`src/rtl/data_types.sv`:
```
// ==========================================================================
// data_types : shared operand, CDB and reservation-station entry types
// Revision   : 1.0
// ==========================================================================
`default_nettype none

package data_types;

  typedef logic [31:0] word32_t;

  typedef enum logic [1:0] {
    SLL = 2'd0,
    SRL = 2'd1,
    SRA = 2'd2
  } shift_op_t;

  // Producer tags of every functional-unit result slot that can hit the CDB.
  typedef enum logic [2:0] {
    ALU_0 = 3'd0,
    ALU_1 = 3'd1,
    ALU_2 = 3'd2,
    MUL_0 = 3'd3,
    MUL_1 = 3'd4,
    SHF_0 = 3'd5,
    SHF_1 = 3'd6,
    LSU_0 = 3'd7
  } rs_tag_t;

  typedef struct packed {
    logic    valid;
    rs_tag_t tag;
    word32_t val;
  } cdb_t;

  typedef struct packed {
    logic    rdy;
    rs_tag_t tag;
    word32_t val;
  } rs_operand_t;

  typedef struct packed {
    logic        busy;
    shift_op_t   oper;
    rs_operand_t rs1;
    rs_operand_t rs2;
  } shift_rs_entry_t;

  function automatic logic cdb_hit(input cdb_t cdb, input rs_tag_t tag);
    return cdb.valid && (cdb.tag == tag);
  endfunction

endpackage

`default_nettype wire

```
`src/rtl/rs_operand_capture.sv`:
```
// ==========================================================================
// rs_operand_capture : one operand slot with dispatch write, CDB snoop, bypass
// Revision           : 1.0
// ==========================================================================
`default_nettype none

module rs_operand_capture
  import data_types::*;
(
  input  logic        clk_i,
  input  logic        rst_ni,
  input  logic        disp_we_i,
  input  logic        busy_i,
  input  rs_operand_t disp_opnd_i,
  input  cdb_t        cdb_i,
  output rs_operand_t opnd_o
);

  rs_operand_t opnd_q;
  rs_operand_t opnd_d;

  always_comb begin
    opnd_d = opnd_q;
    if (disp_we_i) begin
      opnd_d = disp_opnd_i;
      // Bypass: a broadcast in the dispatch cycle would otherwise be missed.
      if (!disp_opnd_i.rdy && cdb_hit(cdb_i, disp_opnd_i.tag)) begin
        opnd_d.rdy = 1'b1;
        opnd_d.val = cdb_i.val;
      end
    end else if (busy_i && !opnd_q.rdy && cdb_hit(cdb_i, opnd_q.tag)) begin
      opnd_d.rdy = 1'b1;
      opnd_d.val = cdb_i.val;
    end
  end

  always_ff @(posedge clk_i or negedge rst_ni) begin
    if (!rst_ni) begin
      opnd_q <= '0;
    end else begin
      opnd_q <= opnd_d;
    end
  end

  assign opnd_o = opnd_q;

endmodule

`default_nettype wire

```
`src/rtl/shift_rs.sv`:
```
// ==========================================================================
// shift_rs : reservation station feeding the shifter, one issue per cycle
// Revision : 1.0
// ==========================================================================
`default_nettype none

module shift_rs
  import data_types::*;
#(
  parameter int DEPTH = 4
) (
  input  logic      clk_i,
  input  logic      rst_ni,
  input  logic      flush_i,
  input  logic      disp_valid_i,
  output logic      disp_ready_o,
  input  shift_op_t disp_oper_i,
  input  logic      disp_rs1_rdy_i,
  input  rs_tag_t   disp_rs1_tag_i,
  input  word32_t   disp_rs1_val_i,
  input  logic      disp_rs2_rdy_i,
  input  rs_tag_t   disp_rs2_tag_i,
  input  word32_t   disp_rs2_val_i,
  input  cdb_t      cdb_i,
  output shift_op_t oper_o,
  output word32_t   rs1_val_o,
  output word32_t   rs2_val_o,
  output logic      ready_o
);

  localparam int IDX_W = (DEPTH > 1) ? $clog2(DEPTH) : 1;

  logic [DEPTH-1:0] busy_q;
  logic [DEPTH-1:0] busy_d;
  shift_op_t        oper_q [DEPTH];
  shift_op_t        oper_d [DEPTH];
  rs_operand_t      rs1_opnd [DEPTH];
  rs_operand_t      rs2_opnd [DEPTH];
  shift_rs_entry_t  entry [DEPTH];

  shift_op_t oper_hold_q, oper_hold_d;
  word32_t   rs1_hold_q, rs1_hold_d;
  word32_t   rs2_hold_q, rs2_hold_d;

  logic             free_vld;
  logic [IDX_W-1:0] free_idx;
  logic             issue_vld;
  logic [IDX_W-1:0] issue_idx;
  logic             disp_fire;
  logic             issue_fire;

  rs_operand_t disp_rs1;
  rs_operand_t disp_rs2;

  assign disp_rs1 = '{rdy: disp_rs1_rdy_i, tag: disp_rs1_tag_i, val: disp_rs1_val_i};
  assign disp_rs2 = '{rdy: disp_rs2_rdy_i, tag: disp_rs2_tag_i, val: disp_rs2_val_i};

  generate
    for (genvar i = 0; i < DEPTH; i++) begin : g_entry
      logic we;
      assign we = disp_fire && (free_idx == IDX_W'(i));

      rs_operand_capture u_rs1 (
        .clk_i       (clk_i),
        .rst_ni      (rst_ni),
        .disp_we_i   (we),
        .busy_i      (busy_q[i]),
        .disp_opnd_i (disp_rs1),
        .cdb_i       (cdb_i),
        .opnd_o      (rs1_opnd[i])
      );

      rs_operand_capture u_rs2 (
        .clk_i       (clk_i),
        .rst_ni      (rst_ni),
        .disp_we_i   (we),
        .busy_i      (busy_q[i]),
        .disp_opnd_i (disp_rs2),
        .cdb_i       (cdb_i),
        .opnd_o      (rs2_opnd[i])
      );

      assign entry[i] = '{busy: busy_q[i], oper: oper_q[i],
                          rs1: rs1_opnd[i], rs2: rs2_opnd[i]};
    end
  endgenerate

  // Two lowest-index priority encoders; descending scan lets index 0 win.
  always_comb begin
    free_vld  = 1'b0;
    free_idx  = '0;
    issue_vld = 1'b0;
    issue_idx = '0;
    for (int i = DEPTH - 1; i >= 0; i--) begin
      if (!entry[i].busy) begin
        free_vld = 1'b1;
        free_idx = IDX_W'(i);
      end
      if (entry[i].busy && entry[i].rs1.rdy && entry[i].rs2.rdy) begin
        issue_vld = 1'b1;
        issue_idx = IDX_W'(i);
      end
    end
  end

  assign disp_ready_o = free_vld;
  assign disp_fire    = disp_valid_i && free_vld && !flush_i;
  assign issue_fire   = issue_vld && !flush_i;
  assign ready_o      = issue_fire;

  assign oper_o    = issue_vld ? entry[issue_idx].oper    : oper_hold_q;
  assign rs1_val_o = issue_vld ? entry[issue_idx].rs1.val : rs1_hold_q;
  assign rs2_val_o = issue_vld ? entry[issue_idx].rs2.val : rs2_hold_q;

  always_comb begin
    busy_d      = busy_q;
    oper_d      = oper_q;
    oper_hold_d = oper_hold_q;
    rs1_hold_d  = rs1_hold_q;
    rs2_hold_d  = rs2_hold_q;
    if (flush_i) begin
      busy_d = '0;
    end else begin
      if (issue_fire) begin
        busy_d[issue_idx] = 1'b0;
        oper_hold_d       = entry[issue_idx].oper;
        rs1_hold_d        = entry[issue_idx].rs1.val;
        rs2_hold_d        = entry[issue_idx].rs2.val;
      end
      if (disp_fire) begin
        busy_d[free_idx] = 1'b1;
        oper_d[free_idx] = disp_oper_i;
      end
    end
  end

  always_ff @(posedge clk_i or negedge rst_ni) begin
    if (!rst_ni) begin
      busy_q      <= '0;
      oper_hold_q <= SLL;
      rs1_hold_q  <= '0;
      rs2_hold_q  <= '0;
      for (int i = 0; i < DEPTH; i++) begin
        oper_q[i] <= SLL;
      end
    end else begin
      busy_q      <= busy_d;
      oper_hold_q <= oper_hold_d;
      rs1_hold_q  <= rs1_hold_d;
      rs2_hold_q  <= rs2_hold_d;
      for (int i = 0; i < DEPTH; i++) begin
        oper_q[i] <= oper_d[i];
      end
    end
  end

endmodule

`default_nettype wire
```
`config.mk`:
```
export PLATFORM = sky130hd
export DESIGN_NAME = shift_rs
export DESIGN_NICKNAME = d
export VERILOG_FILES = /design/src/rtl/data_types.sv /design/src/rtl/rs_operand_capture.sv /design/src/rtl/shift_rs.sv
export SDC_FILE = /design/constraint.sdc
export NUM_CORES = 1
export LEC_CHECK = 0
export ABC_AREA = 1
export BUFFER_PORTS_ARGS = -buffer_cell sky130_fd_sc_hd__buf_4
export CAP_MARGIN = 20
export CORE_AREA = 2 2 253 255
export DETAILED_ROUTE_END_ITERATION = 8
export DIE_AREA = 0 0 255 257
export SYNTH_ARGS = -nofsm -noshare
export SYNTH_HDL_FRONTEND = slang
export SYNTH_SLANG_ARGS = --single-unit
```
`constraint.sdc`:
```
create_clock -name clk_i -period 2.6 [get_ports clk_i]
set_clock_uncertainty 0.05 [all_clocks]
set_input_delay 0.39 -clock clk_i [delete_from_list [all_inputs] [get_ports clk_i]]
set_output_delay 0.39 -clock clk_i [all_outputs]
set_load 0.05 [all_outputs]
```
Word level (Yosys, flattened, before mapping)

Cells that the tools add are included.

Word-level logic and storage cells: 195
Input bits: 114
Register bits: 366
Output and inout port bits: 68

Reduce and logical (&&, ||, !) cells: 68
Equality and inequality tests: 13
Multiplexer cells: 69
Bitwise operators: 6
$lt $le $gt $ge: 7

Operators by type and width:

| kind                                                 | count |
|---|---|
| two-way mux 32 bit                                   | 20 |
| binary-select mux 75 bit (select 2 bit)              | 1 |
| two-way mux 74 bit                                   | 2 |
| logical AND 1 bit                                    | 46 |
| == test 3 bit                                        | 10 |
| two-way mux 1 bit                                    | 28 |
| two-way mux 2 bit                                    | 10 |
| two-way mux 4 bit                                    | 4 |
| nonzero test 2 bit                                   | 8 |
| zero test 1 bit                                      | 11 |
| bitwise mux 8 bit                                    | 1 |
| >= comparator 3 bit (second input constant)          | 2 |
| < comparator 2 x 3 -> 1 bit (second input constant)  | 2 |
| NOT 2 -> 3 bit                                       | 2 |
| bitwise AND 4 bit                                    | 1 |
| demux 1 bit (select 2 bit)                           | 2 |
| demux 2 bit (select 2 bit)                           | 1 |
| == test 2 bit (second input constant)                | 2 |
| >= comparator 2 x 1 -> 1 bit (second input constant) | 2 |
| NOT 4 bit                                            | 1 |
| bitwise OR 4 bit                                     | 1 |
| AND reduction 2 bit                                  | 2 |
| < comparator 3 x 1 -> 1 bit (second input constant)  | 1 |
| == test 2 x 1 -> 1 bit (second input constant)       | 1 |
| 2 further kinds                                      | 2 |

Logic depth before layout (Yosys ltp)

Depth after elaboration: 17
Depth in mapped cells: 12
Depth with buffers taken out: 10

Modules after synthesis

A second synthesis with hierarchy kept.

Cell total of the unflattened synthesis: 3391
Area, all modules: 23192.2 sq um

Modules (own cells, without submodules):

| module             | sequential area each (sq um) | cells each | times used | area an instance (sq um) |
|---|---|---|---|---|
| rs_operand_capture | 900.9                        | 288        | 8          | 2078.2 |
| shift_rs           | 1951.9                       | 1087       | 1          | 6566.3 |

Least setup slack after synthesis

OpenSTA, ideal clock, no wires.

Kind: register -> output
Start point: register busy_q[0]
End point: output rs1_val_o[23]
Arrival time: 1.703 ns
Required time: 2.160 ns
Stages on the path, launching flop included: 13
Path slack: 0.457 ns
Path buffers: 3
Cells stage by stage: dfrtp_1 buf_4 nand3_2 nand2_1 inv_2 buf_4 buf_2 nand3_1 nand2_1 inv_2 nand2_1 nand2_1 nand2_1

Longest elaborated chain between the ends: 8

Ends and longest elaborated chain:

| what                                    | RTL line        | text |
|---|---|---|
| start: declaration                      | shift_rs.sv:33  | `logic [DEPTH-1:0] busy_q;` |
| start signal: assignment                | shift_rs.sv:147 | `busy_q <= busy_d;` |
| logical AND 1 bit * (2 in series)       | shift_rs.sv:99  | `if (entry[i].busy && entry[i].rs1.rdy && entry[i].rs2.rdy) begin` |
| two-way mux 2 bit                       | shift_rs.sv:99  |  |
| NOT 2 -> 3 bit (implied by the code)    | shift_rs.sv:112 | `assign rs1_val_o = issue_vld ? entry[issue_idx].rs1.val : rs1_hold_q;` |
| binary-select mux 75 bit (select 2 bit) | shift_rs.sv:112 |  |
| two-way mux 74 bit (2 in series)        | --              |  |
| two-way mux 32 bit *                    | shift_rs.sv:112 |  |
| end: declaration                        | shift_rs.sv:26  | `output word32_t rs1_val_o,` |

Every way passes the cells marked *; elsewhere a longest branch is shown, timed or not. The select of a mux whose other input is x is not followed.

Final worst setup path

Start point: register busy_q[0]
End point: output rs1_val_o[31]

Same word-level chain as after synthesis.

==> impl_summary.md <==
Timing
At the pin with the least slew margin, the transition time is 0.739 ns. Setup repair after global routing could not meet its margin everywhere. The final number of hold-violating endpoints is 0.

The post-layout worst setup margin is -0.205 ns. The maximum clock frequency is 356 MHz. The count of final setup violators is 66. The count of pins over their slew limit came to 0.

The part of the cycle the worst path needs is 108%. The total negative slack for setup checks is -9.65 ns. Headroom to the max-slew limit came out at 50.7%. The shortest period the worst path allows is 2.81 ns.

Critical path
The class of the most critical setup path is register to output pin. The cell repeated most along the worst path is sky130_fd_sc_hd__nand2_2. STA classifies the critical path endpoint as an output pin. The required time reported for the critical path endpoint is 2.16 ns. For this run, the slowest stage of the critical path takes 0.41 ns. STA classifies the critical path startpoint as a register.

In this run the worst path has a maximum fanout of 9. The largest individual stage delay along the critical path comes from the cell sky130_fd_sc_hd__dfrtp_1. The arrival time at the worst endpoint is 2.37 ns.

The critical path goes through nand3_4 -> nand3_4 -> nand2_8 -> bufbuf_16 -> nand2_1 -> nand3_1 -> nand2_2 -> nand2_2 -> nand2_2 -> buf_8.

Placement
The HPWL after detailed placement is 58000 um. The number of placed instances, taps included, is 4669. The worst slack after detailed placement is 0.189 ns. The number of port buffers is 181. Once placement finished, the instance area stood at 26800 um2. The global placer's final weighted congestion is 0.882.

Logic synthesis
The post-synthesis cell area is 24200 um2. By area, the combinational part of the netlist is dominated by simple AND/OR/NAND/NOR gates. The most common cell in the synthesized netlist is sky130_fd_sc_hd__nand2_1. The number of warning messages in the yosys log is 0. By area the synthesized netlist is led by sky130_fd_sc_hd__dfrtp_1, sky130_fd_sc_hd__nand2_1, sky130_fd_sc_hd__nand3_1. For this run, the register share of the synthesized area comes to 37.9%. The xor and xnor fraction of the mapped netlist area is 0.833%.

After synthesis the netlist holds a flip-flop and latch count of 366. The mux contribution to synthesized area is 0%. sky130_fd_sc_hd__dfrtp_1 takes more of the synthesized area than any other cell. Yosys mapped the design onto 27 distinct sky130hd cell types. The share of synthesized cell area in and, or, nand and nor gates is 45.2%. The post-synthesis compound-gate area fraction is 1.07%.

The commonest cells after synthesis are sky130_fd_sc_hd__nand2_1, sky130_fd_sc_hd__nand3_1, sky130_fd_sc_hd__inv_1. Of all flip-flops after synthesis, the portion carrying an async set or reset was 100%. After synthesis, the mean cell area works out to 6.38 um2. The synthesized design devotes to its leading area cell type 37.9% of total area. The adder-cell share of the synthesized area is 0%. The gate count after technology mapping is 3789. The leading register cell type out of synthesis is sky130_fd_sc_hd__dfrtp_1. The number of enable flip-flop cells after synthesis is 0. The number of nets in the synthesized netlist is 3903.

Routing
The via count is 25.9k. The first detailed-routing pass took 8 iterations. Dividing the detail-routed wire length by the instance count gives 21.0 um. The final routed wirelength across all metal layers is 101000 um. After detailed routing, the number of remaining DRC violations is 0.

The post-detailed-route count of antenna-violating nets is 0. The first routing iteration left 2742 violations. The number of vias per cell is 5.38.

Flow run
The max-cap violation count is 0.

Power
Power spread over the standard cell area amounts to 721 nW/um2. The total power after layout is 22.6 mW. VDD sags by at most 0.725 mV. In this run the static leakage power is 17.5 nW.

Floorplan
The initial core utilization is 38.5%. The die height is 257 um. The die covers 65500 um2.

The number of rows in the core area is 92. The horizontal extent of the die is 255 um. During I/O placement, the number of pins put on the boundary was 182. The core footprint is 62700 um2.

CTS
The number of clock sinks is 366. The largest buffer count on any clock path is 3. The tree is rooted in a sky130_fd_sc_hd__clkbuf_16. The later pin in the worst-skew pair is clocked with a latency of 0.60 ns.

The TritonCTS buffer count is 43. The TritonCTS clock tree is built. The H-tree generated during clock tree synthesis spans 2 levels.

The clock transition time at the flip-flop clock pins of the worst setup and hold paths is 0.06 ns.

GRT
The via count of the first global-routing pass is 24.4k. Global routing consumed, over all layers together, 30.4% of the routing resources. Global routing finished with a remaining overflow of 0. The maximum number of pins on one net before global-route repair is 91.

The initial antenna violation count came to 2. The wire length of the first global-routing pass is 152000 um.

Cells and area
The ratio of cells with drive above 1 in the final layout is 19.7%. The layout-stage area growth over the synthesis result is 29.4%. The finished cells cover 31300 um2. For this run, the number of standard cells in the final layout without fillers is 4813. The count of filler cells inserted in the layout is 6205. 0 antenna diodes ended up in the layout. In the final design database the tool counted 4051 nets.

Worst hold path
The tightest min-delay check is of the primary input to register type.

Run status
The final reports fail on setup timing. The run finished, with violations left.
[routing by layer]
metal	track usage [%]	wire (um)	up-vias
met2	47.2	45200	1350
met5	0	13	-
met1	41.3	41500	12200
li1	-	-	12000
met3	5.75	9740	282
met4	13.1	4490	2
[cells by family after synthesis]
family          after synthesis
compound gates               51
buf+inv                     880
flops                       366
simple gates               2469
xor+xnor                     23
[per-stage QoR]
stage                     hold WS (ns)  utilization (%)
after floorplan                 0.0444                -
after global placement           0.397             42.7
after detailed placement         0.402             42.7
after CTS                       0.0176             48.3
after global routing            0.0265             49.9
final                           0.0396             49.9
[worst max-delay path, delay by kind of cell, from the launching register on]
kind	cells	cell delay, ns
flops	1	0.41
buf+inv	2	0.45
simple gates	8	0.92
[final cells by class]
class                   count  area, um2  area share, %
multi-input cells        2543      12800           40.8
flip-flops and latches    366       9160           29.3
repair buffers            348       4510           14.4
inverters                 635       2410           7.69
clock buffers              60       1230           3.93
well taps                 846       1060           3.38
clock inverters            15        144          0.460
[state kept, by name (all words and copies together) (netlist names)]
register,cells
g_entry.u_rs1.opnd_o,144
oper_hold_q,2
g_entry.u_rs2.opnd_o,144
entry,8
rs1_hold_q,32
rs2_hold_q,32
busy_q,4
[placed cells by master, fill, tap and decap left out, types with 49 or more instances in the layout]
master / netlist / routed
sky130_fd_sc_hd__clkbuf_16: 0 / 49
sky130_fd_sc_hd__nand3_2: 3 / 56
sky130_fd_sc_hd__buf_4: 37 / 172
sky130_fd_sc_hd__dfrtp_1: 366 / 366
sky130_fd_sc_hd__nand2_4: 0 / 52
sky130_fd_sc_hd__inv_1: 602 / 586
sky130_fd_sc_hd__buf_12: 0 / 64
sky130_fd_sc_hd__nand2_2: 24 / 142
sky130_fd_sc_hd__nand3_1: 917 / 837
sky130_fd_sc_hd__nand2_1: 1394 / 1221
[power by group]
group	leakage, nW	switching, mW	internal [mW]	total [mW]
combinational	12.0	5.53	3.29	8.82
sequential	4.78	0.672	6.93	7.60
clock	0.685	2.65	3.50	6.14
total	17.5	8.85	13.7	22.6
[repair_timing]
item,in CTS,in global routing
setup buffers,28,11
resized for setup,303,210
pin swaps,51,112
hold endpoints to repair,58,0
hold buffers,3,0
endpoints found under the setup margin,67,67
gates cloned,25,6
[path summary, 6_finish.rpt]
| kind | startpoint | endpoint | slack (ns) | depth (start not counted) |
|---|---|---|---|---|
| max | busy_q[0] | rs1_val_o[31] | -0.21 | 10 |
| min | flush_i | busy_q[2] | 0.04 | 2 |
| max reg2reg | busy_q[0] | g_entry[3].u_rs2.opnd_o[15] | 0.37 | 10 |
| min reg2reg | rs2_hold_q[31] | rs2_hold_q[31] | 0.43 | 2 |
| max in group asynchronous | rst_ni | g_entry[3].u_rs2.opnd_o[22] | 1.38 | 3 |
| min in group asynchronous | rst_ni | rs2_hold_q[28] | 0.37 | 2 |
(Power assumes the default switching activity.)
